<file path="src/rtl/edge_arb_pkg.sv">
// Shared types and helpers for the edge event arbiter.
package edge_arb_pkg;

  typedef enum logic {IDLE, PRESENT} arb_state_t;

  localparam int N_CH_DEFAULT = 4;

  // Round-robin pointer successor, wrapping at n-1 back to 0.
  function automatic logic [31:0] rr_next(input logic [31:0] ptr, input int unsigned n);
    return (ptr >= n - 1) ? 32'd0 : ptr + 32'd1;
  endfunction

endpackage

</file>
<file path="src/rtl/edge_arb_rr_pick.sv">
// Combinational round-robin picker: first set request at or after ptr, wrapping.
module edge_arb_rr_pick
  import edge_arb_pkg::*;
#(
  parameter  int N_CH = N_CH_DEFAULT,
  localparam int ID_W = $clog2(N_CH)
) (
  input  logic [N_CH-1:0] req,
  input  logic [ID_W-1:0] ptr,
  output logic            gnt_vld,
  output logic [ID_W-1:0] gnt_id
);

  logic [2*N_CH-1:0] dbl;
  logic [N_CH-1:0]   rot;
  logic [ID_W:0]     sum;

  // Duplicating the vector turns the modulo rotation into a plain shift.
  assign dbl = {req, req} >> ptr;
  assign rot = dbl[N_CH-1:0];

  always_comb begin
    gnt_vld = 1'b0;
    sum     = '0;
    for (int j = N_CH - 1; j >= 0; j--) begin
      if (rot[j]) begin
        gnt_vld = 1'b1;
        sum     = {1'b0, ptr} + (ID_W+1)'(j);
      end
    end
    if (sum >= (ID_W+1)'(N_CH)) sum = sum - (ID_W+1)'(N_CH);
    gnt_id = sum[ID_W-1:0];
  end

endmodule

</file>
<file path="src/rtl/edge_event_arbiter.sv">
// Rising-edge detector with per-channel pending bits, serialised round-robin onto a valid/ready port.
// Define EDGE_ARB_OVF_EN to build the sticky per-channel overflow flags.
module edge_event_arbiter
  import edge_arb_pkg::*;
#(
  parameter  int N_CH = N_CH_DEFAULT,
  localparam int ID_W = $clog2(N_CH)
) (
  input  logic            clk,
  input  logic            resetn,
  input  logic [N_CH-1:0] din,
  output logic            evt_valid,
  input  logic            evt_ready,
  output logic [ID_W-1:0] evt_id,
  output logic [N_CH-1:0] pending,
  output logic [N_CH-1:0] ovf,
  input  logic [N_CH-1:0] ovf_clr
);

  arb_state_t      state;
  logic [N_CH-1:0] prev, edge_v, clr, pend_nxt;
  logic [ID_W-1:0] ptr, gnt_id;
  logic            gnt_vld, take;

  edge_arb_rr_pick #(.N_CH(N_CH)) u_pick (
    .req     (pending),
    .ptr     (ptr),
    .gnt_vld (gnt_vld),
    .gnt_id  (gnt_id)
  );

  // In PRESENT the output slot frees only on handshake; IDLE always has room.
  assign take     = gnt_vld & ((state == IDLE) | evt_ready);
  assign clr      = take ? (N_CH'(1) << gnt_id) : '0;
  assign edge_v   = din & ~prev;
  assign pend_nxt = (pending & ~clr) | edge_v;

  always_ff @(posedge clk) begin
    if (!resetn) begin
      prev      <= '0;
      pending   <= '0;
      evt_valid <= 1'b0;
      evt_id    <= '0;
      ptr       <= '0;
      state     <= IDLE;
    end else begin
      prev    <= din;
      pending <= pend_nxt;
      case (state)
        IDLE: begin
          if (take) begin
            evt_valid <= 1'b1;
            evt_id    <= gnt_id;
            ptr       <= ID_W'(rr_next(32'(gnt_id), N_CH));
            state     <= PRESENT;
          end
        end
        PRESENT: begin
          if (take) begin
            evt_id <= gnt_id;
            ptr    <= ID_W'(rr_next(32'(gnt_id), N_CH));
          end else if (evt_ready) begin
            evt_valid <= 1'b0;
            state     <= IDLE;
          end
        end
        default: state <= IDLE;
      endcase
    end
  end

`ifdef EDGE_ARB_OVF_EN
  logic [N_CH-1:0] ovf_q, lost;

  // An edge on a still-pending channel that is not being granted is dropped.
  assign lost = edge_v & pending & ~clr;

  always_ff @(posedge clk) begin
    if (!resetn) ovf_q <= '0;
    else         ovf_q <= (ovf_q & ~ovf_clr) | lost;
  end

  assign ovf = ovf_q;
`else
  logic unused_ovf_clr;
  assign unused_ovf_clr = ^ovf_clr;
  assign ovf            = '0;
`endif

endmodule

</file>
<file path="config.mk">
export PLATFORM = sky130hd
export DESIGN_NAME = edge_event_arbiter
export DESIGN_NICKNAME = d
export VERILOG_FILES = /design/src/rtl/edge_arb_pkg.sv /design/src/rtl/edge_arb_rr_pick.sv /design/src/rtl/edge_event_arbiter.sv
export SDC_FILE = /design/constraint.sdc
export NUM_CORES = 1
export LEC_CHECK = 0
export ABC_AREA = 1
export CAP_MARGIN = 10
export CORE_ASPECT_RATIO = 2
export CORE_MARGIN = 3
export CORE_UTILIZATION = 30
export CTS_CLUSTER_SIZE = 14
export DETAILED_ROUTE_END_ITERATION = 6
export PLACE_DENSITY_LB_ADDON = 0.25
export SLEW_MARGIN = 20
export SYNTH_ARGS = -nofsm -noshare
export SYNTH_HDL_FRONTEND = slang
export SYNTH_SLANG_ARGS = --single-unit
</file>
<file path="constraint.sdc">
create_clock -name clk -period 1.75 [get_ports clk]
set_input_delay 0.4375 -clock clk [delete_from_list [all_inputs] [get_ports clk]]
set_output_delay 0.4375 -clock clk [all_outputs]
set_load 0.1 [all_outputs]
</file>
==> results of run 1 <==
per-layer routing:
metal  wire (um)  vias to the layer above  global-route usage  share of wire
met2        1580                       23               0.243           0.60
li1            -                      479                   -              -
met4         133                        0              0.0984          0.050
met3          66                       15              0.0126          0.025
met1         851                      436               0.131           0.32
met5           0                        -                   0              0
logic make-up after synthesis:
| group | Yosys count | share of synthesized area |
|---|---|---|
| compound gates | 11 | 0.0604 |
| other cells | 1 | 0.00394 |
| simple gates | 81 | 0.434 |
| fa+ha+maj | 4 | 0.0526 |
| buf+inv | 30 | 0.155 |
| flops | 14 | 0.294 |
area by class of cell:
cell class / count / area, sq um / share of cell area
Multi-Input combinational cell: 100 / 732 / 0.471
Timing Repair Buffer: 24 / 320 / 0.206
Sequential cell: 14 / 300 / 0.193
Inverter: 23 / 118 / 0.0757
Clock buffer: 3 / 41.3 / 0.0266
Tap cell: 30 / 37.5 / 0.0242
Clock inverter: 1 / 3.75 / 0.00242
cell usage after synthesis:
cell type / count / share of area
inv_2: 3 / 0.012
conb_1: 1 / 0.0039
nor2_1: 5 / 0.020
buf_6: 1 / 0.012
inv_8: 1 / 0.012
nand2_2: 9 / 0.059
ha_1: 4 / 0.053
a21boi_1: 1 / 0.0079
inv_1: 19 / 0.075
nand2_1: 40 / 0.16
nor2_4: 2 / 0.024
o21ai_0: 5 / 0.026
nand3_2: 4 / 0.042
dfxtp_1: 14 / 0.29
o21ai_1: 3 / 0.016
a21oi_1: 2 / 0.011
nand2_4: 3 / 0.035
nand3_1: 17 / 0.089
nor2_2: 1 / 0.0066
buf_4: 5 / 0.039
buf_2: 1 / 0.0053
sequential cells by signal (all words and copies together) (netlist names):
register   count
evt_id         2
evt_valid      1
pending        4
prev           4
ptr            2
state          1
worst min path at each step:
stage / from / end / slack, ns / cells after the start
CTS: prev[1] / pending[1] / 0.41 / 1
floorplan: prev[3] / pending[3] / 0.38 / 1
global route: prev[1] / pending[1] / 0.40 / 1
detailed placement: prev[1] / pending[1] / 0.40 / 1
finish: prev[1] / pending[1] / 0.39 / 1
global placement: prev[3] / pending[3] / 0.39 / 1
stage by stage:
step,util,instances,cell area [sq um],hold slack [ns],worst slack (ns)
finish,0.515,195,1550,0.392,-0.0140
global route,0.515,195,1550,0.405,-0.0992
CTS,0.424,191,1280,0.405,0.00761
detailed placement,0.402,185,1210,0.396,-0.0343
global placement,0.402,185,1210,0.386,0.0433
floorplan,-,144,978,0.379,0.00878
worst reg2reg max path: stages, from the launching register on:
cell,delay (ns)
dfxtp_4,0.37
buf_12,0.14
nand2_1,0.12
nand3_2,0.12
nand2_2,0.07
o21ai_2,0.13
nand2_2,0.09
nand2_4,0.12
inv_4,0.06
ha_4,0.25
nand3_2,0.07
nand2_2,0.08
a21oi_2,0.03
placed cells by master (no fill, tap or decap):
cell type        synthesis  layout
nand2_1                 40      25
nand2_2                  9      17
inv_1                   19      15
nand3_2                  4      10
nand2_4                  3       9
nand3_1                 17       8
dfxtp_1                 14       8
buf_12                   0       8
buf_4                    5       7
clkdlybuf4s50_1          0       6
inv_2                    3       5
o21ai_1                  3       5
nor2_1                   5       5
dfxtp_4                  0       5
conb_1                   1       4
nand3_4                  0       3
ha_4                     0       3
clkbuf_8                 0       3
inv_4                    0       2
nor2_4                   2       2
o21ai_0                  5       2
buf_6                    1       2
clkinv_16                0       1
nand2_8                  0       1
o21ai_2                  0       1
a21boi_1                 1       1
a21oi_2                  0       1
a21oi_1                  2       1
nor2_2                   1       1
ha_2                     0       1
clkinv_1                 0       1
clkbuf_16                0       1
dfxtp_2                  0       1
repair_timing:
action | CTS | global route
pin swaps | 1 | 15
cloned | 0 | 1
buffers inserted | 2 | 4
setup endpoints to repair | 1 | 6
resized for setup | 3 | 57
==> metrics, run 1 <==
Peak Freq 0.567 GHz; maximum number of pins on one net before global-route repair 15; hpwl dp 1760 um; gr usage total 0.135; RSZ-0062 raised after global routing yes; Slowest-stage cell, CP dfxtp_4; critical-path maximum fanout 5; CP dominant cell by count nand2_2; Clk pin slew, worst setup/hold paths 0.06 ns; Avg WL per Cell 13.5 um; Top Family by Delay on Critical Path simple AND/OR/NAND/NOR gates; TritonRoute pass-1 iters 4; post-route setup slack -0.0140 ns; Final Skew 0.000564 ns; startpoint types register; Via density 4.89; initial antenna violation count 0; Crit. End Element register; synthesis-to-layout area growth 63.1%; NumNets Final 181; fraction of layout cells with a size suffix above 1 0.509; synthesized cell area 952 sq um; Max stage delay on crit path 0.37 ns; root buffer cell clkbuf_8; CTS Sinks 14; setup TNS -0.0156 ns; status finished, violations left; syn_area_per_cell 6.75 sq um; Synth warnings 0; core area 0.00301 sq mm; part of the Yosys area used for sequential elements 0.294; I/O pin count 22; Cell Rows 28; clk_lat worst skew 0.24 ns; global-route wire length before repair 4020 um; worst path cell trace buf_12, nand2_1, nand3_2, nand2_2, o21ai_2, nand2_2, nand2_4, inv_4, ha_4, nand3_2, nand2_2, a21oi_2; total CTS buffers 3; Port-buffer cells 13; gr ovfl total 0; fin crit period 1.76 ns; Worst R2R Start ptr[0]; starting DRC count in detailed routing 28; Initial Util 0.316; # DRC 0; Reg2Reg Setup Slack -0.01 ns; H-tree depth 1; Post-CTS Hold Buffers 0; Worst EP required 1.88 ns; cells on worst reg2reg path 12; die width 45.8 um; Worst Path Arrival 1.90 ns; clk buf depth 2; WP depth 12; full die area 0.00393 sq mm; Distinct cells, synth 21; flops & latches, synth 14; cells after synthesis 141; Slew Viols, Final 0; Worst Hold Class register to register; Reg2Reg Capture Point ptr[1]; diode count 0; final wirelength 2640 um; chip height 85.7 um; Layout fillers 273; CP Buf/Inv Count 2; fin crit share 1.01; WS Path Type register to register; final setup fails 2; failing checks setup timing; Setup crit end ptr[1]; Setup crit start ptr[0]; TritonCTS clock tree done; MaxCap Viol Count 0; vias in the first global route 987; Hold Vio Cnt, Final 0; routability cong. 0.791; Vias 953; Post-DRT Antenna Nets 0
Power of run 1 is left out: the tool's default activity adds up to more than one toggle a clock period on the data nets, which glitch-free logic cannot reach.
==> run 2: changes to the inputs <==
--- a/config.mk
+++ b/config.mk
@@ -12,6 +12,7 @@
 export CORE_UTILIZATION = 30
 export CTS_CLUSTER_SIZE = 14
 export DETAILED_ROUTE_END_ITERATION = 6
+export MAX_ROUTING_LAYER = met4
 export PLACE_DENSITY_LB_ADDON = 0.25
 export SLEW_MARGIN = 20
 export SYNTH_ARGS = -nofsm -noshare
==> metrics, run 2 (synthesis results as in run 1) <==
Post-DRT Antenna Nets 0 (unchanged); root buffer cell clkbuf_8; RSZ-0062 raised after global routing yes; clk_lat worst skew 0.24 ns (about the same); Reg2Reg Setup Slack -0.02 ns (about the same); fraction of layout cells with a size suffix above 1 0.509 (unchanged); status finished, violations left; gr usage total 0.139 (+0.00404); Via density 4.94 (+1.2%); Slew Viols, Final 0 (unchanged); Worst Hold Class register to register; chip height 85.7 um (unchanged); multi-input logic area 732 sq um (unchanged); NumNets Final 181 (unchanged); initial antenna violation count 0 (unchanged); die width 45.8 um (unchanged); I/O pin count 22 (unchanged); Post-CTS Hold Buffers 0 (unchanged); final wirelength 2650 um (+0.34%); CP Buf/Inv Count 2 (unchanged); Avg WL per Cell 13.6 um (+0.34%); cells on worst reg2reg path 12 (unchanged); register area 300 sq um (unchanged); Port-buffer cells 13 (unchanged); MaxCap Viol Count 0 (unchanged); commonest non-fill, non-tap cell in the layout nand2_1; Crit. End Element register; source of the worst hold timing path prev[1]; CTS Sinks 14 (unchanged); final instance area 0.00155 sq mm (unchanged); full die area 0.00393 sq mm (unchanged); Slowest-stage cell, CP dfxtp_4; total CTS buffers 3 (unchanged); Layout fillers 273 (unchanged); fin crit share 1.01 (+0.00320); Worst Path Arrival 1.90 ns (about the same); Cell Rows 28 (unchanged); # DRC 0 (unchanged); Worst EP required 1.89 ns (about the same); gr ovfl total 0 (unchanged); setup TNS -0.0225 ns (-0.00694 ns); vias in the first global route 983 (-0.41%); hpwl dp 1760 um (unchanged); Top Family by Delay on Critical Path simple AND/OR/NAND/NOR gates; Max stage delay on crit path 0.37 ns (about the same); WS Path Type register to register; synthesis-to-layout area growth 63.1% (unchanged); dpl cell area 0.00121 sq mm (unchanged); commonest non-fill, non-tap cells in the layout nand2_1 (25), nand2_2 (17), inv_1 (15), nand3_2 (10), nand2_4 (9); core area 0.00301 sq mm (unchanged); Reg2Reg Capture Point ptr[1]; starting DRC count in detailed routing 23 (-18%); startpoint types register; WHS Path Cells 1 (unchanged); final setup fails 2 (unchanged); routability cong. 0.802 (+1.4%); Largest regs pending x4, prev x4; Peak Freq 0.565 GHz (-0.32%); Hold Path Sink pending[1]; TritonCTS clock tree done; diode count 0 (unchanged); post-route setup slack -0.0196 ns (-0.00560 ns); Final Skew 0.00162 ns (+0.00106 ns); maximum number of pins on one net before global-route repair 15 (unchanged); Hold Vio Cnt, Final 0 (unchanged); Vias 964 (+1.2%); global-route wire length before repair 4020 um (+0.17%); fin crit period 1.77 ns (+0.00560 ns); Initial Util 0.316 (unchanged); H-tree depth 1 (unchanged); Clk pin slew, worst setup/hold paths 0.06 ns (about the same); critical-path maximum fanout 5 (unchanged); failing checks setup timing; TritonRoute pass-1 iters 4 (unchanged); CP dominant cell by count nand2_2; Worst R2R Start ptr[0]; clk buf depth 2 (unchanged); worst path cell trace buf_12, nand2_1, nand3_2, nand2_2, o21ai_2, nand2_2, nand2_4, inv_4, ha_4, nand3_2, nand2_2, a21oi_2
[run 2: cell counts in the layout (fill, tap and decap cells not counted)]
No cell type changed its count.
[run 2: routing by layer]
layer,vias to the layer above,track usage,wire (um)
met5,-,-,0
met4,0,0.0984,128
met3,13,0.0126,84
met2,27,0.243,1590
met1,445,0.133,841
li1,479,-,-
[run 2: worst max-delay path by stage]
stage / startpoint / endpoint / slack, ns / cells past startpoint
3_5_place_dp: ptr[0] / ptr[1] / -0.03 / 13
3_3_place_gp: ptr[0] / ptr[1] / 0.04 / 13
5_1_grt: ptr[0] / ptr[1] / -0.1 / 12
4_1_cts: ptr[0] / ptr[1] / 0.008 / 15
6_report: ptr[0] / ptr[1] / -0.02 / 12
2_1_floorplan: pending[0] / ptr[1] / 0.009 / 13
[run 2: final cells by class]
| class | instances | area share |
|---|---|---|
| multi-input cells | 100 | 0.471 |
| repair buffers | 24 | 0.206 |
| flip-flops and latches | 14 | 0.193 |
| inverters | 23 | 0.0757 |
| clock buffers | 3 | 0.0266 |
| well taps | 30 | 0.0242 |
| clock inverters | 1 | 0.00242 |
[run 2: worst register-to-register path, cell delays in order (launching register included)]
cell and delay, ns:
dfxtp_4 0.37, buf_12 0.14, nand2_1 0.12, nand3_2 0.12, nand2_2 0.07, o21ai_2 0.14, nand2_2 0.09, nand2_4 0.12
inv_4 0.06, ha_4 0.25, nand3_2 0.07, nand2_2 0.08, a21oi_2 0.03
[run 2: repair_timing]
item | 4_1_cts | 5_1_grt
cloned | 0 | 1
gates resized for setup | 3 | 57
setup endpoints to repair | 1 | 6
pin swaps | 1 | 15
setup buffers | 2 | 4
[run 2: through the flow]
step / std cells / hold slack [ns] / util / setup WS, ns
after global routing: 195 / 0.405 / 0.515 / -0.0992
after CTS: 191 / 0.405 / 0.424 / 0.00761
final: 195 / 0.391 / 0.515 / -0.0196
after global placement: 185 / 0.386 / 0.402 / 0.0433
after detailed placement: 185 / 0.396 / 0.402 / -0.0343
after floorplan: 144 / 0.379 / - / 0.00878
Power of run 2 is left out for the same reason.
==> run 3: changes to the inputs <==
--- a/config.mk
+++ b/config.mk
@@ -6,15 +6,14 @@
 export NUM_CORES = 1
 export LEC_CHECK = 0
 export ABC_AREA = 1
+export ABC_CLOCK_PERIOD_IN_PS = 1750
 export CAP_MARGIN = 10
 export CORE_ASPECT_RATIO = 2
-export CORE_MARGIN = 3
 export CORE_UTILIZATION = 30
 export CTS_CLUSTER_SIZE = 14
 export DETAILED_ROUTE_END_ITERATION = 6
 export MAX_ROUTING_LAYER = met4
 export PLACE_DENSITY_LB_ADDON = 0.25
-export SLEW_MARGIN = 20
 export SYNTH_ARGS = -nofsm -noshare
 export SYNTH_HDL_FRONTEND = slang
 export SYNTH_SLANG_ARGS = --single-unit
==> metrics, run 3 (synthesis results as in run 1) <==
commonest non-fill, non-tap cell in the layout nand2_1; hpwl dp 1670 um (-5.3%); Cell Rows 28 (unchanged); Avg WL per Cell 11.8 um (-13%); Worst EP required 1.87 ns (-0.02 ns); # DRC 0 (unchanged); Via density 4.72 (-4.5%); MaxCap Viol Count 0 (unchanged); total CTS buffers 3 (unchanged); commonest non-fill, non-tap cells in the layout nand2_1 (32), inv_1 (16), nand2_2 (13), nand3_1 (11), nand3_2 (9); TritonCTS clock tree done; Final Skew 0.00176 ns (+0.000138 ns); TritonRoute pass-1 iters 4 (unchanged); Vias 916 (-5.0%); Crit. End Element register; startpoint types register; global-route wire length before repair 3710 um (-7.7%); pre-CTS WS -0.0261 ns (+0.00821 ns); gr ovfl total 0 (unchanged); core area 0.00298 sq mm (-1.2%); final core utilization 0.483 (-0.0326); Slew Viols, Final 0 (unchanged); setup TNS 0 ns (+0.0225 ns); die width 41.8 um (-8.7%); Post-CTS Hold Buffers 0 (unchanged); Layout fillers 268 (-1.8%); final instance area 0.00144 sq mm (-7.4%); Initial Util 0.320 (+0.00372); full die area 0.00342 sq mm (-13%); chip height 81.7 um (-4.7%); fin crit period 1.75 ns (-0.0231 ns); Peak Freq 0.573 GHz (+1.3%); starting DRC count in detailed routing 17 (-26%); final setup fails 0 (-2); post-route setup slack 0.00351 ns (+0.0231 ns); Hold Vio Cnt, Final 0 (unchanged); initial antenna violation count 0 (unchanged); Largest regs pending x4, prev x4; Worst Hold Class register to register; synthesis-to-layout area growth 51.0%; gr usage total 0.141 (+0.00129); Port-buffer cells 13 (unchanged); final wirelength 2300 um (-13%); WS Path Type register to register; fraction of layout cells with a size suffix above 1 0.433 (-0.0762); vias in the first global route 898 (-8.6%); Clk pin slew, worst setup/hold paths 0.06 ns (about the same); maximum number of pins on one net before global-route repair 15 (unchanged); Worst Path Arrival 1.87 ns (-0.03 ns); root buffer cell clkbuf_8; routability cong. 0.749 (-6.6%); I/O pin count 22 (unchanged); CTS Sinks 14 (unchanged); diode count 0 (unchanged); NumNets Final 180 (-0.55%); RSZ-0062 raised after global routing yes; dpl cell area 0.00121 sq mm (unchanged); fin crit share 0.998 (-0.0132); Post-DRT Antenna Nets 0 (unchanged); status completed; H-tree depth 1 (unchanged); critical-path maximum fanout 8 (+3); clk buf depth 2 (unchanged); clk_lat worst skew 0.24 ns (about the same)
[run 3: critical path, stage by stage (launching register included)]
cell,delay (ns)
dfxtp_4,0.36
buf_12,0.14
clkinv_8,0.07
nand2_4,0.06
nand3_4,0.08
nand3_1,0.09
o21ai_1,0.14
nand2_1,0.08
nand2_2,0.10
inv_2,0.07
ha_4,0.27
nand3_2,0.07
nand2_1,0.08
a21oi_1,0.04
[run 3: area by class of cell]
class	count	area [sq um]	share of cell area
multi-input combinational	100	647	0.450
timing repair buffer	23	309	0.215
sequential	14	300	0.209
inverter	23	98.8	0.0688
clock buffer	3	41.3	0.0287
tap	30	37.5	0.0261
clock inverter	1	3.75	0.00261
[run 3: stage by stage]
| stage | hold slack (ns) | cells |
|---|---|---|
| floorplan | 0.379 | 144 |
| global placement | 0.384 | 185 |
| detailed placement | 0.399 | 185 |
| CTS | 0.409 | 191 |
| global route | 0.422 | 194 |
| finish | 0.404 | 194 |
[run 3: path summary, 6_finish.rpt]
kind	start	slack (ns)	to	depth (start not counted)
max	ptr[0]	0.004	ptr[1]	13
min	prev[2]	0.40	pending[2]	1
min reg2reg	prev[2]	0.40	pending[2]	1
max reg2reg	ptr[0]	0.004	ptr[1]	13
[run 3: per-layer routing]
layer  up-vias  global-route usage  part of all wire
li1        476                   -                 -
met1       417               0.123              0.36
met2        16               0.295              0.59
met3         7             0.00879             0.017
met4         0              0.0581             0.032
met5         -                   -                 0
[run 3: what timing repair did]
action,4_1_cts,5_1_grt
pin swaps,2,14
resized for setup,4,28
endpoints found under the setup margin,1,6
setup buffers,2,2
gates cloned,0,1
Power of run 3 is left out for the same reason.
